$ cat src/rtl/regfile_write_queue.sv
// Register-file write queue: buffers writeback requests, drains one per cycle to the
// regfile write port, and forwards still-pending values to the two read addresses.
module regfile_write_queue #(
   parameter int DEPTH = 4,
   parameter int AW    = 2
) (
   input  logic          clock,
   input  logic          ctrl_reset,
   input  logic          wb_valid,
   output logic          wb_ready,
   input  logic [4:0]    wb_reg,
   input  logic [31:0]   wb_data,
   output logic          ctrl_writeEnable,
   output logic [4:0]    ctrl_writeReg,
   output logic [31:0]   data_writeReg,
   input  logic [4:0]    ctrl_readRegA,
   input  logic [4:0]    ctrl_readRegB,
   output logic          byp_hitA,
   output logic [31:0]   byp_dataA,
   output logic          byp_hitB,
   output logic [31:0]   byp_dataB,
   output logic [AW:0]   wq_count
);

   logic [DEPTH-1:0][4:0]  ent_reg;
   logic [DEPTH-1:0][31:0] ent_data;
   logic [DEPTH-1:0]       ent_vld;
   logic [AW-1:0]          rd_ptr, wr_ptr;
   logic [AW:0]            count;
   logic                   push, pop;

   assign wb_ready = (count != (AW+1)'(DEPTH));
   // r0 writes complete the handshake but are dropped: r0 is hardwired zero in the regfile
   assign push     = wb_valid & wb_ready & (wb_reg != 5'd0);
   assign pop      = (count != '0);

   always_ff @(posedge clock or posedge ctrl_reset) begin
      if (ctrl_reset) begin
         rd_ptr  <= '0;
         wr_ptr  <= '0;
         count   <= '0;
         ent_vld <= '0;
      end else begin
         if (pop) begin
            ent_vld[rd_ptr] <= 1'b0;
            rd_ptr          <= rd_ptr + 1'b1;
         end
         if (push) begin
            ent_vld[wr_ptr] <= 1'b1;
            wr_ptr          <= wr_ptr + 1'b1;
         end
         count <= count + {{AW{1'b0}}, push} - {{AW{1'b0}}, pop};
      end
   end

   always_ff @(posedge clock) begin
      if (push) begin
         ent_reg[wr_ptr]  <= wb_reg;
         ent_data[wr_ptr] <= wb_data;
      end
   end

   assign wq_count         = count;
   assign ctrl_writeEnable = pop;
   assign ctrl_writeReg    = pop ? ent_reg[rd_ptr]  : 5'd0;
   assign data_writeReg    = pop ? ent_data[rd_ptr] : 32'd0;

   // Walk oldest to youngest so the last match wins; head is included since the
   // regfile has not committed it yet this cycle.
   function automatic logic [32:0] lookup(input logic [4:0] addr);
      logic [32:0]   res;
      logic [AW-1:0] idx;
      res = '0;
      for (int i = 0; i < DEPTH; i++) begin
         idx = rd_ptr + AW'(i);
         if (ent_vld[idx] && ent_reg[idx] == addr && addr != 5'd0)
            res = {1'b1, ent_data[idx]};
      end
      return res;
   endfunction

   always_comb begin
      {byp_hitA, byp_dataA} = lookup(ctrl_readRegA);
      {byp_hitB, byp_dataB} = lookup(ctrl_readRegB);
   end

endmodule
$ cat config.mk
export PLATFORM = sky130hd
export DESIGN_NAME = regfile_write_queue
export DESIGN_NICKNAME = d
export VERILOG_FILES = /design/src/rtl/regfile_write_queue.sv
export SDC_FILE = /design/constraint.sdc
export NUM_CORES = 1
export LEC_CHECK = 0
export BUFFER_PORTS_ARGS = -buffer_cell sky130_fd_sc_hd__buf_2
export CORE_MARGIN = 2
export CORE_UTILIZATION = 45
export CTS_CLUSTER_SIZE = 30
export DETAILED_ROUTE_END_ITERATION = 10
export PLACE_DENSITY = 0.67
export SYNTH_ARGS = -nofsm -noshare
export SYNTH_HDL_FRONTEND = slang
export SYNTH_SLANG_ARGS = --single-unit
$ cat constraint.sdc
create_clock -name clock -period 4.9 [get_ports clock]
set_input_delay 0.98 -clock clock [delete_from_list [all_inputs] [get_ports clock]]
set_output_delay 0.98 -clock clock [all_outputs]
set_load 0.02 [all_outputs]
; After elaboration in Yosys (flattened, before gate mapping)
; Cells that the tools add are included.
[totals]
wordCells = 107
out_inout_bits = 108
memories = 0
input_bits = 50
register_bits = 159
latch_bits = 0
romBits = 0
mem_bits_rw = 0
[classes]
shift = 0
mux = 46
add_sub_neg = 6
div = 0
bitwise = 5
n_eq_ne = 9
multipliers = 0
n_reduce_logical = 22
order_cmp = 7
[ops]
columns = cell, n
row1 = $mux W33, 8
row2 = $bmux W32 S2, 4
row3 = $mux W32, 6
row4 = $bwmux W128, 1
row5 = $demux W32 S2, 1
row6 = $bmux W5 S2, 4
row7 = $eq A5 B5 Y1, 8
row8 = $mux W5, 6
row9 = $bwmux W20, 1
row10 = $logic_and A1 B1 Y1, 18
row11 = $lt A2 B3 Y1 const B, 5
row12 = $reduce_bool A5 Y1, 3
row13 = $demux W5 S2, 1
row14 = $bmux W1 S2, 4
row15 = $mux W4, 2
row16 = $mux W1, 6
row17 = $add A2 B1 Y2 const B, 2
row18 = $add A2 B2 Y2 const B, 2
row19 = $and A4 B4 Y4, 1
row20 = $demux W1 S2, 2
row21 = $ge A2 B1 Y1 const B, 2
row22 = $not A4 Y4, 1
row23 = $or A4 B4 Y4, 1
row24 = $add A3 B1 Y3, 1
row25 = other kinds (4), 5

; Depth between registers and ports, before layout
[depth]
ltp_word = 9
mapped_depth = 16
depth_no_buf = 11

; Least setup slack after synthesis
; No wires, ideal clock.
[synth_timing]
kind = reg-to-output
startpoint = reg rd_ptr[1]
endpoint = out byp_dataB[0]
path_buffers = 6
arrival_time_ps = 4145
stages_incl_launch_ff = 15
setup_slack_ps = -225
required_time_ps = 3920
cell_sequence = dfrtp_1 clkbuf_1 clkbuf_1 inv_1 clkbuf_1 ha_1 buf_6 mux4_2 xor2_1 or4_1 buf_2 buf_2 a211oi_1 a311oi_1 o31ai_1
[synth_between]
elab_chain_cells = 9
word_cells_on_any_way = 43
classes_between = add/sub: 3 / eq/ne: 4 / mux: 28 / reduce/logical: 8
[synth_rtl]
columns = element, line
row1 = "start, declared", 28  ; logic [AW-1:0] rd_ptr, wr_ptr;
row2 = "start signal, assigned", 46  ; rd_ptr <= rd_ptr + 1'b1;
row3 = $add A2 B1 Y2 / $bmux W5 S2 (equally long branches), "75, 76"
row4 = $bmux W5 S2 / $mux W5 (equally long branches), 76  ; if (ent_vld[idx] && ent_reg[idx] == addr && addr != 5'd0)
row5 = $mux W5 (implied by the code) / $eq A5 B5 Y1 (equally long branches), 76
row6 = $eq A5 B5 Y1 / $logic_and A1 B1 Y1 (equally long branches), 76
row7 = $logic_and A1 B1 Y1, 76
row8 = $logic_and A1 B1 Y1 / $mux W33 (equally long branches), 76
row9 = $mux W33 (2 in series), 76
row10 = $mux W33 *, 76
row11 = "end, declared", 21  ; output logic [31:0] byp_dataB,
; Mark *: on every way between the ends. The rest lies on a longest branch, timed or not. The select of a mux whose other input is x is not followed.

; Worst setup path in the final report
[layout_timing]
startpoint = reg rd_ptr[0]
endpoint = out byp_dataA[16]
[layout_between]
elab_chain_cells = 9
word_cells_on_any_way = 43
classes_between = add/sub: 3 / eq/ne: 4 / mux: 28 / reduce/logical: 8
[layout_rtl]
columns = element, line
row1 = $add A2 B1 Y2 / $bmux W5 S2 (equally long branches), "75, 76"
row2 = $bmux W5 S2 / $mux W5 (equally long branches), 76
row3 = $mux W5 (implied by the code) / $eq A5 B5 Y1 (equally long branches), 76
row4 = $eq A5 B5 Y1 / $logic_and A1 B1 Y1 (equally long branches), 76
row5 = $logic_and A1 B1 Y1, 76
row6 = $logic_and A1 B1 Y1 / $mux W33 (equally long branches), 76
row7 = $mux W33 (2 in series), 76
row8 = $mux W33 *, 76
row9 = "end, declared", 19  ; output logic [31:0] byp_dataA,
; Marked as above.

==> out/qor.txt <==
Status: finished clean
Pre-antenna DRT Iters: 5
Worst-Skew Late Latency: 440 ps
P&R area growth vs syn: 16.6%
Internal: 5.39 mW
Synth top area cells: edfxtp_1, mux4_2, xnor2_1, nand2_1, dfrtp_1
Die W: 167 um
Clock Pin Slew Worst Setup and Hold Paths: 60 ps
Part of the power in the clock network: 13.8%
Post-synth top cells: edfxtp_1, mux4_2, nand2_1
Routed wl met3: 3.01 mm
TritonCTS clock tree: built
Dpl hpwl: 23.2 mm
Synth Area per Inst: 12.3 um^2
Reg-to-reg slack, setup: 1750 ps
CTS sink cnt: 159
Fmax: 209 MHz
Yosys reg bits: 159
R2R Path Start: wq_count[1]
Hold WS: 545 ps
Worst Reg-to-Reg Cells: 9
Core area: 26,100 um^2
Drt wl/cell: 24.6 um
RD Place Congestion: 0.839
Number of global-route vias before repair: 9,322
# setup viols final: 0
Hold Vio Cnt, Final: 0
Antenna-violating nets left: 0
PwrDens: 704 nW/um^2
# rows: 59
CTS root buffer: clkbuf_16
Layout cells sized above 1: 39.4%
Vias: 9,492
Max VDD drop: 0.374 mV
Initial DRC count: 899
Vias/cell: 6.60
Final WS setup: 122 ps
Logic pwr share: 65.3%
Synthesized netlist net count: 1,031
Max incr delay on CP: 500 ps
Yosys warning count: 0
Max-Cap Viols: 0
Worst slew margin: 38.9%
Required time worst endpoint: 3920 ps
Min cycle time layout: 4780 ps
CTS Hold Bufs: 0
Finished Layout Cells: 1,438
Grt ovf: 0
Top FF cell, synth: edfxtp_1
Placed insts: 1,398
I/O pin total: 158
Top layer in use: met5
Clock Skew: 7.87 ps
Part of the cycle the worst path needs: 97.5%
Final net count: 1,150
Die area: 27,900 um^2
Critical path launch point type: flip-flop
Initial Util: 45.8%
Final number of max-transition violations: 0
First-pass GRT wire length: 54.0 mm
P_leak: 4.96 nW
Post-synth top area share: 37.2%
Register area share after synthesis: 39.5%
Buffers on Ports: 157
R2R Path End: wq_count[2]
Hold Crit Class: in -> async
Post-Syn Area: 11,900 um^2
Most numerous cell in the Yosys netlist: edfxtp_1
H-tree levels: 4
CP max FO: 19
Largest register FFs: 128
FFs w/ async S/R, synth: 6.92%
RSZ-0062 raised after global routing: yes
EDFF count, synth: 148
CP Capture Type: output port
Synth area leader: edfxtp_1
Die Y: 167 um
Register share of total power: 20.9%
Critical Path AT: 3800 ps
Largest net degree at the start of global routing: 112
CP Cell Sequence: inv_1 > ha_4 > clkbuf_2 > buf_4 > mux4_2 > xnor2_1 > nand4_1 > o22ai_2 > nand3_2 > buf_6 > o221ai_1 > buf_2
GRT Total Usage: 25.1%
Max Root-Sink Buffers: 2
Synth cell types: 48
Net Sw Frac: 45.1%
Initial antenna violation count: 4
Setup TNS: 0 ps
Sw power: 4.42 mW
Dpl ws: 387 ps
Post-Synthesis Cells: 970
Wire length on met2: 17.3 mm
Setup CP Type: reg -> out
WL met1: 13.9 mm
Residual DRC: 0
CP max-delay cell: mux4_2
Final WL: 35.3 mm
Cts bufs inserted: 17
Worst-margin pin slew: 915 ps
## layout by cell type, fill, tap and decap left out, types with 35 or more instances in the layout
cell	n
nand2_1	81
buf_2	155
inv_1	41
xnor2_1	36
nor3_1	36
mux4_2	139
edfxtp_1	148
a21oi_1	35
nor2_1	46
## stage by stage
| stage | instance area [um^2] | total power [mW] | util (%) |
|---|---|---|---|
| CTS | 13800 | 9.67 | 52.9 |
| detailed placement | 13200 | 8.25 | 50.5 |
| global route | 13900 | 10.4 | 53.4 |
| global placement | 13200 | 8.18 | 50.5 |
| floorplan | 12100 | 6.74 | - |
| finish | 13900 | 9.81 | 53.4 |
## cell type report
type | count | area, um^2
sequential | 159 | 4730
timing repair buffer | 199 | 1170
antenna | 2 | 5.00
tap | 335 | 419
inverter | 41 | 154
fill | 2201 | 12100
clock inverter | 13 | 165
multi-input combinational | 671 | 6850
clock buffer | 18 | 429
## critical path, delay by kind of cell, from the launching register on
family	cells	cell delay [ps]
adders and majority gates	1	330
AOI/OAI and AO/OA	2	570
DFF	1	480
and+or+nand+nor	2	330
muxes	1	500
xor gates and xnor gates	1	250
buffers and inverters	5	890
## logic make-up after synthesis
| family | share of synthesized area [%] |
|---|---|
| AOI/OAI and AO/OA | 11.7 |
| xor gates and xnor gates | 3.59 |
| adders and majority gates | 1.22 |
| buffers and inverters | 5.28 |
| DFF | 39.5 |
| muxes | 28.6 |
| and+or+nand+nor | 10.1 |
## power by group through the flow
stage               combinational [mW]  clock, mW  sequential, mW
finish                            6.40       1.36            2.05
CTS                               6.27       1.36            2.03
detailed placement                6.19          0            2.06
global placement                  6.14          0            2.03
global route                      6.85       1.43            2.08
floorplan                         4.75          0            1.99
## worst max-delay path by stage
stage               from             to  slack, ps  cells after the start
2_1_floorplan  rd_ptr[1]  byp_dataB[14]         50                     14
3_3_place_gp   rd_ptr[0]  byp_dataB[10]        410                      9
3_5_place_dp   rd_ptr[0]  byp_dataB[10]        390                      9
4_1_cts        rd_ptr[1]  byp_dataB[10]          6                      9
5_1_grt        rd_ptr[0]  byp_dataA[16]        -20                     12
6_report       rd_ptr[0]  byp_dataA[16]        120                     12
## timing repair
action,4_1_cts,5_1_grt
gates cloned,1,1
pin swaps,2,4
setup buffers,2,3
endpoints found under the setup margin,29,51
resized for setup,3,17
## per-layer routing
layer / track usage, % / up-vias
met5: 0 / -
met4: 9.90 / 4
met3: 5.49 / 84
met2: 41.3 / 509
met1: 32.5 / 4789
li1: - / 4106
Note: power is estimated with default switching activity, not from simulation.
